===== config.mk =====
export PLATFORM = sky130hd
export DESIGN_NAME = an_encoder_n13
export DESIGN_NICKNAME = d
export VERILOG_FILES = /design/src/rtl/an_encoder_n13.sv
export SDC_FILE = /design/constraint.sdc
export NUM_CORES = 1
export LEC_CHECK = 0
export CAP_MARGIN = 20
export CORE_ASPECT_RATIO = 1.25
export CORE_MARGIN = 3
export CORE_UTILIZATION = 27
export DETAILED_ROUTE_END_ITERATION = 6
export PLACE_DENSITY = 0.53
export SYNTH_ARGS = -nofsm -noshare
export SYNTH_HDL_FRONTEND = slang
export SYNTH_SLANG_ARGS = --single-unit

===== constraint.sdc =====
create_clock -name clk -period 2.7 [get_ports clk]
set_input_delay 0.54 -clock clk [delete_from_list [all_inputs] [get_ports clk]]
set_output_delay 0.54 -clock clk [all_outputs]
set_load 0.005 [all_outputs]

===== src/rtl/an_encoder_n13.sv =====
// AN-code (A=13) transmit encoder.
// Forms A*m by sequential shift-add over the bits of A (one bit per cycle),
// then applies an optional XOR fault-injection mask so the downstream
// Barrett-reduction decoder can be exercised with controlled errors.
// One message in flight; valid/ready on both sides.
module an_encoder_n13 #(
  parameter int A     = 13,
  parameter int A_W   = 4,
  parameter int MSG_W = 3,
  parameter int CW_W  = 7
) (
  input  logic             clk,
  input  logic             rst,
  input  logic             in_valid,
  output logic             in_ready,
  input  logic [MSG_W-1:0] in_msg,
  input  logic [CW_W-1:0]  in_inj_mask,
  output logic             out_valid,
  input  logic             out_ready,
  output logic [CW_W-1:0]  out_codeword,
  output logic [CW_W-1:0]  out_clean,
  output logic [MSG_W-1:0] out_msg
);

  localparam int              CNT_W  = (A_W > 1) ? $clog2(A_W) : 1;
  localparam logic [A_W-1:0]  A_BITS = A_W'(A);
  localparam logic [CNT_W-1:0] LAST  = CNT_W'(A_W - 1);

  typedef enum logic [1:0] {IDLE, MUL, DONE} state_t;

  state_t            state, state_nxt;
  logic [CW_W-1:0]   acc, acc_sum, mask_r;
  logic [MSG_W-1:0]  m_r;
  logic [CNT_W-1:0]  cnt;
  logic              accept, step, last, out_fire;

  // Ready only in IDLE, and never while reset is asserted.
  assign in_ready = (state == IDLE) && !rst;
  assign last     = (cnt == LAST);

  // Partial product for the current bit of A; CW_W bits suffice for A*max(m).
  assign acc_sum = acc + (A_BITS[cnt] ? (CW_W'(m_r) << cnt) : '0);

  // State register.
  always_ff @(posedge clk) begin
    if (rst) state <= IDLE;
    else     state <= state_nxt;
  end

  // Next-state logic and per-cycle control strobes.
  always_comb begin
    state_nxt = state;
    accept    = 1'b0;
    step      = 1'b0;
    out_fire  = 1'b0;
    case (state)
      IDLE: begin
        if (in_valid) begin
          accept    = 1'b1;
          state_nxt = MUL;
        end
      end
      MUL: begin
        step = 1'b1;
        if (last) state_nxt = DONE;
      end
      DONE: begin
        if (out_valid && out_ready) begin
          out_fire  = 1'b1;
          state_nxt = IDLE;
        end
      end
      default: state_nxt = IDLE;
    endcase
  end

  // Datapath: capture on accept, shift-add while multiplying, publish on the last bit.
  always_ff @(posedge clk) begin
    if (rst) begin
      acc          <= '0;
      cnt          <= '0;
      m_r          <= '0;
      mask_r       <= '0;
      out_valid    <= 1'b0;
      out_codeword <= '0;
      out_clean    <= '0;
      out_msg      <= '0;
    end else begin
      if (accept) begin
        m_r    <= in_msg;
        mask_r <= in_inj_mask;
        acc    <= '0;
        cnt    <= '0;
      end
      if (step) begin
        acc <= acc_sum;
        cnt <= cnt + CNT_W'(1);
        if (last) begin
          out_clean    <= acc_sum;
          out_codeword <= acc_sum ^ mask_r;
          out_msg      <= m_r;
          out_valid    <= 1'b1;
        end
      end
      // Data outputs keep their last value after the handshake.
      if (out_fire) out_valid <= 1'b0;
    end
  end

endmodule


==> results of run 1 <==
==> stage by stage <==
stage | cell area, um2 | total power [mW]
6_report | 2520 | 1.22
5_1_grt | 2520 | 1.29
4_1_cts | 2500 | 1.24
3_5_place_dp | 2380 | 0.727
3_3_place_gp | 2380 | 0.727
2_1_floorplan | 1950 | 0.681
==> critical path: stages, from the launching register on <==
cell and delay, ns:
dfxtp_1 0.33, inv_1 0.14, ha_4 0.18, nor4b_1 0.06
ha_1 0.22, fa_2 0.38, a211o_1 0.33, a2111oi_4 0.43
nor4_1 0.13, nor4_2 0.23
==> worst max-delay path by stage <==
stage | from | endpoint | slack [ns] | cells past startpoint
floorplan | cnt[1] | out_codeword[6] | 0.20 | 9
global placement | cnt[1] | out_codeword[6] | 0.17 | 9
detailed placement | cnt[1] | out_codeword[6] | 0.09 | 9
CTS | cnt[1] | out_codeword[6] | 0.06 | 9
global route | cnt[0] | out_codeword[6] | 0.002 | 9
finish | cnt[1] | out_codeword[6] | 0.19 | 9
==> cell families after synthesis <==
group	synth area share [%]
simple gates	25.1
buf+inv	3.47
compound gates	22.2
fa+ha+maj	6.17
flops	40.1
xor+xnor	1.80
mux	1.09
==> area by class of cell <==
cell class	instances	share of cell area [%]
Clock buffer	6	3.28
Clock inverter	2	1.39
Inverter	3	0.447
Multi-Input combinational cell	177	44.4
Sequential cell	39	31.0
Tap cell	90	4.47
Timing Repair Buffer	40	15.1
==> power groups by stage <==
stage / clock [mW] / combinational, mW / sequential [mW]
after CTS: 0.529 / 0.113 / 0.601
after global routing: 0.553 / 0.128 / 0.604
final: 0.506 / 0.113 / 0.601
after floorplan: 0 / 0.0700 / 0.611
after detailed placement: 0 / 0.112 / 0.615
after global placement: 0 / 0.112 / 0.615
==> state kept, by name, indices dropped and copies added, names as in the netlist <==
register      flops
cnt               2
acc               7
mask_r            7
out_clean         7
out_codeword      7
m_r               3
out_valid         1
out_msg           3
state             2
==> routing by layer <==
layer  up-vias  wire [um]
li1        886          -
met5         -          0
met1       726       2090
met3         6        134
met2        25       2020
met4         0         92
==> cells in the final DEF, fill, tap and decap left out, types with 6 or more instances in the layout <==
cell,Yosys,layout
buf_4,0,8
dfxtp_1,39,39
nor2_1,20,20
nand3_1,7,7
nand2_1,46,46
clkdlybuf4s50_1,0,32
ha_1,8,7
clkbuf_8,0,6
a21oi_1,30,30
==> timing repair <==
action                                  in CTS  in global routing
hold endpoints to repair                     0                  0
resized for setup                            0                  4
buffers inserted                             0                  0
endpoints found under the setup margin       0                  2
==> run_results.csv, run 1 <==
group,metric,value,unit
grt,met1_usage,15.0,%
floorplanning,dieArea,0.00827,mm2
power,netSwitchingFraction,22.8,%
grt,antenna_found_initial,0,
logic_synthesis,yosysTopAreaCell,"dfxtp_1",
flow_run,max_cap_violations,0,
grt,use_met3,2.50,%
logic_synthesis,syn_nets,256,
layout,multi_input_comb_area,0.00112,mm2
hold_path,worst_hold_path_type,"flop to flop",
sta,finalSetupTns,0,ns
logic_synthesis,yosysMostFrequentCell,"nand2_1",
status,status,"completed",
clock_network,clk_path_buf_depth,2,
clock_network,holdBufCountCts,0,
logic_synthesis,synth_edf_count,0,
placement,dpl_worst_slack,0.0873,ns
placement,dpl.hpwl,3260,um
logic_synthesis,synth_top_area_share,40.1,%
layout,final_util,36.1,%
placement,post-place-cells,349,
logic_synthesis,synthTopCellsByCount,"nand2_1, dfxtp_1, a21oi_1",
power,clockPowerShare,41.4,%
worst_setup_path,worstRegToRegCells,9,
worst_setup_path,path_class,"flop to flop",
layout,num-fill-cells,766,
worst_setup_path,crit_required,2.91,ns
power,seqPwrFrac,49.3,%
worst_setup_path,reg2reg_to,"out_codeword[6]",
sta,fin_skew,0.00402,ns
hold_path,min_to,"out_clean[3]",
detailed_routing,wl_per_cell,12.1,um
power,powerDensity,484,mW/mm2
sta,worstMarginPinSlew,0.509,ns
worst_setup_path,start_kind,"flop",
detailed_routing,ant_nets,0,
sta,final_max_slew_viol_count,0,
grt,grt_pass1_vias,1620,
worst_setup_path,r2r-start,"cnt[1]",
detailed_routing,viasPerCell,4.60,
floorplanning,die_h,101,um
layout,area_growth_syn_to_layout,29.5,%
layout,finalNonFillerCells,357,
sta,finalSetupViolations,0,
placement,numPortBuffers,32,
logic_synthesis,ys_seq_area_share,40.1,%
floorplanning,core,0.00698,mm2
sta,relSlewSlack,66.0,%
sta,post-route-period-util,93.1,%
placement,routabilityCongestion,0.824,
floorplanning,die_w,82.0,um
worst_setup_path,cp.arrival,2.73,ns
worst_setup_path,reg2reg_slack,0.19,ns
sta,hold_ws,0.454,ns
sta,setup_ws,0.186,ns
clock_network,cts.sinks,39,
clock_network,clock_latency,0.29,ns
layout,nNetsFinal,289,
grt,grt-ovfl-total,0,
detailed_routing,drt-total-wl,4330,um
layout,seq_area,781,um2
logic_synthesis,synthDistinctLibCells,43,
detailed_routing,first_pass_iters,4,
clock_network,root_buffer,"clkbuf_8",
logic_synthesis,syn-instance-count,233,
worst_setup_path,path_max_fanout,6,
logic_synthesis,synth-seq-cells,39,
grt,gr-usage-all-layers,11.7,%
floorplanning,rows,34,
hold_path,whs_path_depth,2,
floorplanning,initial_core_util,27.9,%
sta,hold_viol_final,0,
clock_network,cts_buffers,5,
power,peakVddDrop,0.000169,V
detailed_routing,drt_first_iter_violations,43,
clock_network,h-tree-depth,2,
power,pwr-share-comb,9.3,%
logic_synthesis,synth_area,0.00195,mm2
logic_synthesis,synthFlopType,"dfxtp_1",
sta,fmax,398,MHz
sta,period_minus_slack,2.51,ns
clock_network,cts.clk_slew.worst_paths,0.08,ns
layout,drive_gt1_share,10.1,%
logic_synthesis,synth_area_leaders,"dfxtp_1, nand2_1, a21oi_1, ha_1, nor2_1",
power,cell_internal_pwr,0.942,mW
sta,rsz0062_at_grt,"false",
power,power_leakage,0.991,nW
detailed_routing,drc,0,
hold_path,hp-start,"out_clean[3]",
clock_network,cts_tree,"yes",
grt,grt_pass1_wl,7520,um
worst_setup_path,end_kind,"flop",
grt,busiest_layer,"met2",
logic_synthesis,yosysWarnings,0,
logic_synthesis,avgSynthCellArea,8.36,um2
logic_synthesis,async_flop_share,0,%
floorplanning,ioPinCount,33,
layout,antenna_cells,0,
detailed_routing,vias,1643,
power,switchingPower,0.279,mW
grt,grt_max_degree,40,
grt,grtUsageMet2,18.4,%
Note: power is estimated with default switching activity, not from simulation.
==> run 2, diff against run 1 <==
--- a/config.mk
+++ b/config.mk
@@ -10,6 +10,7 @@
 export CORE_MARGIN = 3
 export CORE_UTILIZATION = 27
 export DETAILED_ROUTE_END_ITERATION = 6
+export GPL_TIMING_DRIVEN = 0
 export PLACE_DENSITY = 0.53
 export SYNTH_ARGS = -nofsm -noshare
 export SYNTH_HDL_FRONTEND = slang
==> run_results.csv, run 2 (synthesis gave the netlist of run 1 again) <==
group,metric,value,unit
clock_network,cts_tree,"yes",
grt,grt_max_degree,12,
hold_path,worst_hold_path_type,"flop to flop",
floorplanning,die_w,82.0,um
grt,grt-ovfl-total,0,
clock_network,root_buffer,"clkbuf_8",
sta,fin_skew,0.00428,ns
clock_network,holdBufCountCts,0,
sta,finalSetupViolations,0,
sta,worstMarginPinSlew,0.572,ns
layout,drive_gt1_share,8.82,%
hold_path,whs_path_depth,2,
detailed_routing,drc,0,
sta,hold_viol_final,0,
floorplanning,core,0.00698,mm2
floorplanning,ioPinCount,33,
floorplanning,die_h,101,um
grt,grt_pass1_vias,1712,
clock_network,clock_latency,0.30,ns
layout,final_util,35.9,%
grt,grt_pass1_wl,8080,um
placement,numPortBuffers,32,
clock_network,post_cts_buffers,0,
worst_setup_path,end_kind,"flop",
power,power_leakage,0.981,nW
placement,dpl.hpwl,3700,um
clock_network,cts.sinks,39,
detailed_routing,ant_nets,0,
detailed_routing,first_pass_iters,4,
worst_setup_path,path_class,"flop to flop",
detailed_routing,drt_first_iter_violations,67,
power,powerDensity,461,mW/mm2
clock_network,cts.clk_slew.worst_paths,0.07,ns
grt,antenna_found_initial,0,
sta,post-route-period-util,94.3,%
worst_setup_path,path_max_fanout,7,
worst_setup_path,start_kind,"flop",
detailed_routing,wl_per_cell,13.0,um
placement,routabilityCongestion,0.793,
flow_run,max_cap_violations,0,
sta,rsz0062_at_grt,"false",
detailed_routing,drt-total-wl,4720,um
floorplanning,dieArea,0.00827,mm2
detailed_routing,vias,1703,
layout,antenna_cells,0,
sta,relSlewSlack,61.9,%
clock_network,cts_buffers,5,
clock_network,h-tree-depth,2,
floorplanning,rows,34,
grt,gr-usage-all-layers,12.8,%
power,peakVddDrop,0.000164,V
placement,dpl_cell_area,0.00238,mm2
sta,hold_ws,0.454,ns
layout,area_growth_syn_to_layout,28.5,%
layout,final_area,0.00250,mm2
sta,period_minus_slack,2.55,ns
layout,mostFrequentLayoutCell,"nand2_1",
sta,final_max_slew_viol_count,0,
clock_network,clk_path_buf_depth,2,
floorplanning,initial_core_util,27.9,%
detailed_routing,viasPerCell,4.70,
worst_setup_path,worstRegToRegCells,9,
worst_setup_path,cp.arrival,2.76,ns
layout,nNetsFinal,294,
layout,layout_common_cells,"nand2_1, dfxtp_1, clkdlybuf4s50_1, a21oi_1, nor2_1",
sta,fmax,393,MHz
status,status,"completed",
worst_setup_path,crit_required,2.91,ns
run 2: through the flow:
step | total power, mW | instances | setup TNS [ns] | setup slack, ns
finish | 1.15 | 362 | 0 | 0.154
global route | 1.21 | 362 | 0 | 0.00631
CTS | 1.17 | 363 | 0 | 0.00671
detailed placement | 0.728 | 355 | -0.0560 | -0.0396
global placement | 0.727 | 355 | 0 | 0.00751
floorplan | 0.681 | 233 | 0 | 0.202
run 2: repair_timing:
| action | CTS | global route |
|---|---|---|
| gates resized for setup | 5 | 4 |
| pin swaps | 2 | 2 |
| cloned | 0 | 0 |
| endpoints found under the setup margin | 2 | 5 |
run 2: where the power goes:
part	leakage (nW)	switching [mW]	internal, mW
sequential	0.317	0.0156	0.589
clock	0.0515	0.204	0.233
combinational	0.612	0.0597	0.0534
run 2: worst paths after layout:
kind / from / to / slack, ns
worst max-delay path: cnt[1] / out_codeword[6] / 0.15
worst min-delay path: out_clean[3] / out_clean[3] / 0.45
worst max register to register: cnt[1] / out_codeword[6] / 0.15
worst min register to register: out_clean[3] / out_clean[3] / 0.45
run 2: routing by layer:
metal | global-route usage [%] | wire [um] | vias to the layer above
met5 | 0 | 0 | -
met4 | 6.01 | 113 | 0
met3 | 2.24 | 138 | 9
met2 | 21.0 | 2330 | 27
met1 | 15.9 | 2140 | 773
li1 | - | - | 894
run 2: worst max-delay path, cell delays in order, from the launching register on:
cell       delay [ns]
dfxtp_2          0.37
inv_2            0.11
ha_4             0.17
nor4b_1          0.06
ha_1             0.23
fa_1             0.43
a211o_1          0.35
a2111oi_4        0.39
nor4_1           0.12
nor4_2           0.24
run 2: area by class of cell:
cell class / instances / area, um2
repair buffers: 32 / 323
clock buffers: 8 / 100
inverters: 3 / 11.3
multi-input cells: 177 / 1120
plain buffers: 13 / 56.3
flip-flops and latches: 39 / 783
well taps: 90 / 113
fillers: 774 / 4470
==> run 3, diff against run 2 <==
--- a/config.mk
+++ b/config.mk
@@ -7,7 +7,6 @@
 export LEC_CHECK = 0
 export CAP_MARGIN = 20
 export CORE_ASPECT_RATIO = 1.25
-export CORE_MARGIN = 3
 export CORE_UTILIZATION = 27
 export DETAILED_ROUTE_END_ITERATION = 6
 export GPL_TIMING_DRIVEN = 0
==> run_results.csv, run 3 (synthesis gave the netlist of run 1 again) <==
group,metric,value,unit
floorplanning,core,0.00698,mm2
floorplanning,die_h,96.9,um
floorplanning,initial_core_util,27.9,%
sta,relSlewSlack,60.4,%
sta,rsz0062_at_grt,"false",
clock_network,cts.sinks,39,
layout,seq_area,783,um2
grt,grt-ovfl-total,0,
floorplanning,rows,34,
sta,fmax,389,MHz
placement,dpl_cell_area,0.00238,mm2
layout,mostFrequentLayoutCell,"nand2_1",
hold_path,worst_hold_path_type,"flop to flop",
grt,antenna_found_initial,0,
sta,worstMarginPinSlew,0.594,ns
clock_network,clk_path_buf_depth,2,
grt,gr-usage-all-layers,13.0,%
layout,area_growth_syn_to_layout,28.9,%
layout,final_area,0.00251,mm2
sta,hold_viol_final,0,
flow_run,max_cap_violations,0,
worst_setup_path,end_kind,"output pin",
clock_network,cts_buffers,5,
sta,post-route-period-util,95.3,%
detailed_routing,wl_per_cell,12.8,um
layout,multi_input_comb_area,0.00112,mm2
power,powerDensity,475,mW/mm2
power,peakVddDrop,0.000233,V
detailed_routing,first_pass_iters,4,
floorplanning,dieArea,0.00756,mm2
detailed_routing,ant_nets,0,
floorplanning,ioPinCount,33,
worst_setup_path,path_max_fanout,13,
power,pwr-share-comb,9.6,%
placement,post-place-cells,355,
clock_network,root_buffer,"clkbuf_8",
layout,finalNonFillerCells,361,
placement,dpl.hpwl,3580,um
sta,finalSetupViolations,0,
worst_setup_path,start_kind,"input port",
layout,layout_common_cells,"nand2_1, dfxtp_1, clkdlybuf4s50_1, a21oi_1, nor2_1",
hold_path,whs_path_depth,2,
power,clockPowerShare,39.8,%
worst_setup_path,cp.arrival,2.03,ns
power,power_leakage,0.968,nW
sta,period_minus_slack,2.57,ns
power,switchingPower,0.279,mW
power,cell_internal_pwr,0.912,mW
sta,hold_ws,0.456,ns
layout,num-fill-cells,767,
worst_setup_path,path_class,"input port to output pin",
detailed_routing,vias,1701,
worst_setup_path,worstRegToRegCells,9,
worst_setup_path,crit_required,2.16,ns
grt,grt_pass1_wl,7650,um
detailed_routing,drt_first_iter_violations,86,
grt,grt_pass1_vias,1620,
placement,numPortBuffers,32,
placement,routabilityCongestion,0.827,
sta,fin_skew,0.0109,ns
grt,grt_max_degree,13,
power,netSwitchingFraction,23.4,%
clock_network,post_cts_buffers,0,
detailed_routing,drt-total-wl,4620,um
layout,antenna_cells,0,
detailed_routing,drc,0,
power,seqPwrFrac,50.7,%
layout,drive_gt1_share,9.23,%
clock_network,cts_tree,"yes",
sta,final_max_slew_viol_count,0,
detailed_routing,viasPerCell,4.71,
floorplanning,die_w,78.0,um
clock_network,clock_latency,0.29,ns
status,status,"completed",
clock_network,h-tree-depth,2,
clock_network,cts.clk_slew.worst_paths,0.08,ns
layout,nNetsFinal,294,
run 3: cell type report:
cell class | count | area share [%]
Multi-Input combinational cell | 177 | 44.6
Tap cell | 90 | 4.49
Buffer | 13 | 2.24
Inverter | 3 | 0.449
Timing Repair Buffer | 32 | 12.8
Clock inverter | 2 | 1.50
Clock buffer | 5 | 2.74
Sequential cell | 39 | 31.2
run 3: timing repair:
item                                    CTS  global route
hold buffers                              0             0
endpoints found under the setup margin    2             7
pin swaps                                 2             1
gates resized for setup                   5             5
run 3: metrics by stage:
stage | total power, mW | util (%) | TNS, ns | setup WS, ns
after global placement | 0.727 | 34.1 | 0 | 0.00704
after floorplan | 0.681 | - | 0 | 0.202
final | 1.19 | 36.0 | 0 | 0.128
after global routing | 1.25 | 36.0 | 0 | 0.00330
after CTS | 1.21 | 35.9 | 0 | 0.0280
after detailed placement | 0.728 | 34.1 | -0.0486 | -0.0482
run 3: worst paths after layout:
kind                start         endpoint  slack, ns
max                   rst         in_ready       0.13
min          out_clean[3]     out_clean[3]       0.46
max reg2reg        cnt[1]  out_codeword[6]       0.15
min reg2reg  out_clean[3]     out_clean[3]       0.46
run 3: layer usage:
metal | global-route usage (%) | part of all wire [%]
met1 | 15.6 | 46
met3 | 2.64 | 2.7
met5 | 0 | 0
met4 | 5.84 | 2.4
met2 | 22.0 | 48
run 3: critical path: stages:
cell and delay, ns:
clkdlybuf4s50_1 0.70, nor3_1 0.25, clkdlybuf4s50_1 0.54
run 3: power by group through the flow:
stage                     combinational [mW]  sequential, mW  clock, mW
after floorplan                       0.0700           0.611          0
after global placement                 0.111           0.616          0
after detailed placement               0.112           0.616          0
after CTS                              0.114           0.603      0.492
after global routing                   0.128           0.606      0.512
final                                  0.114           0.604      0.474
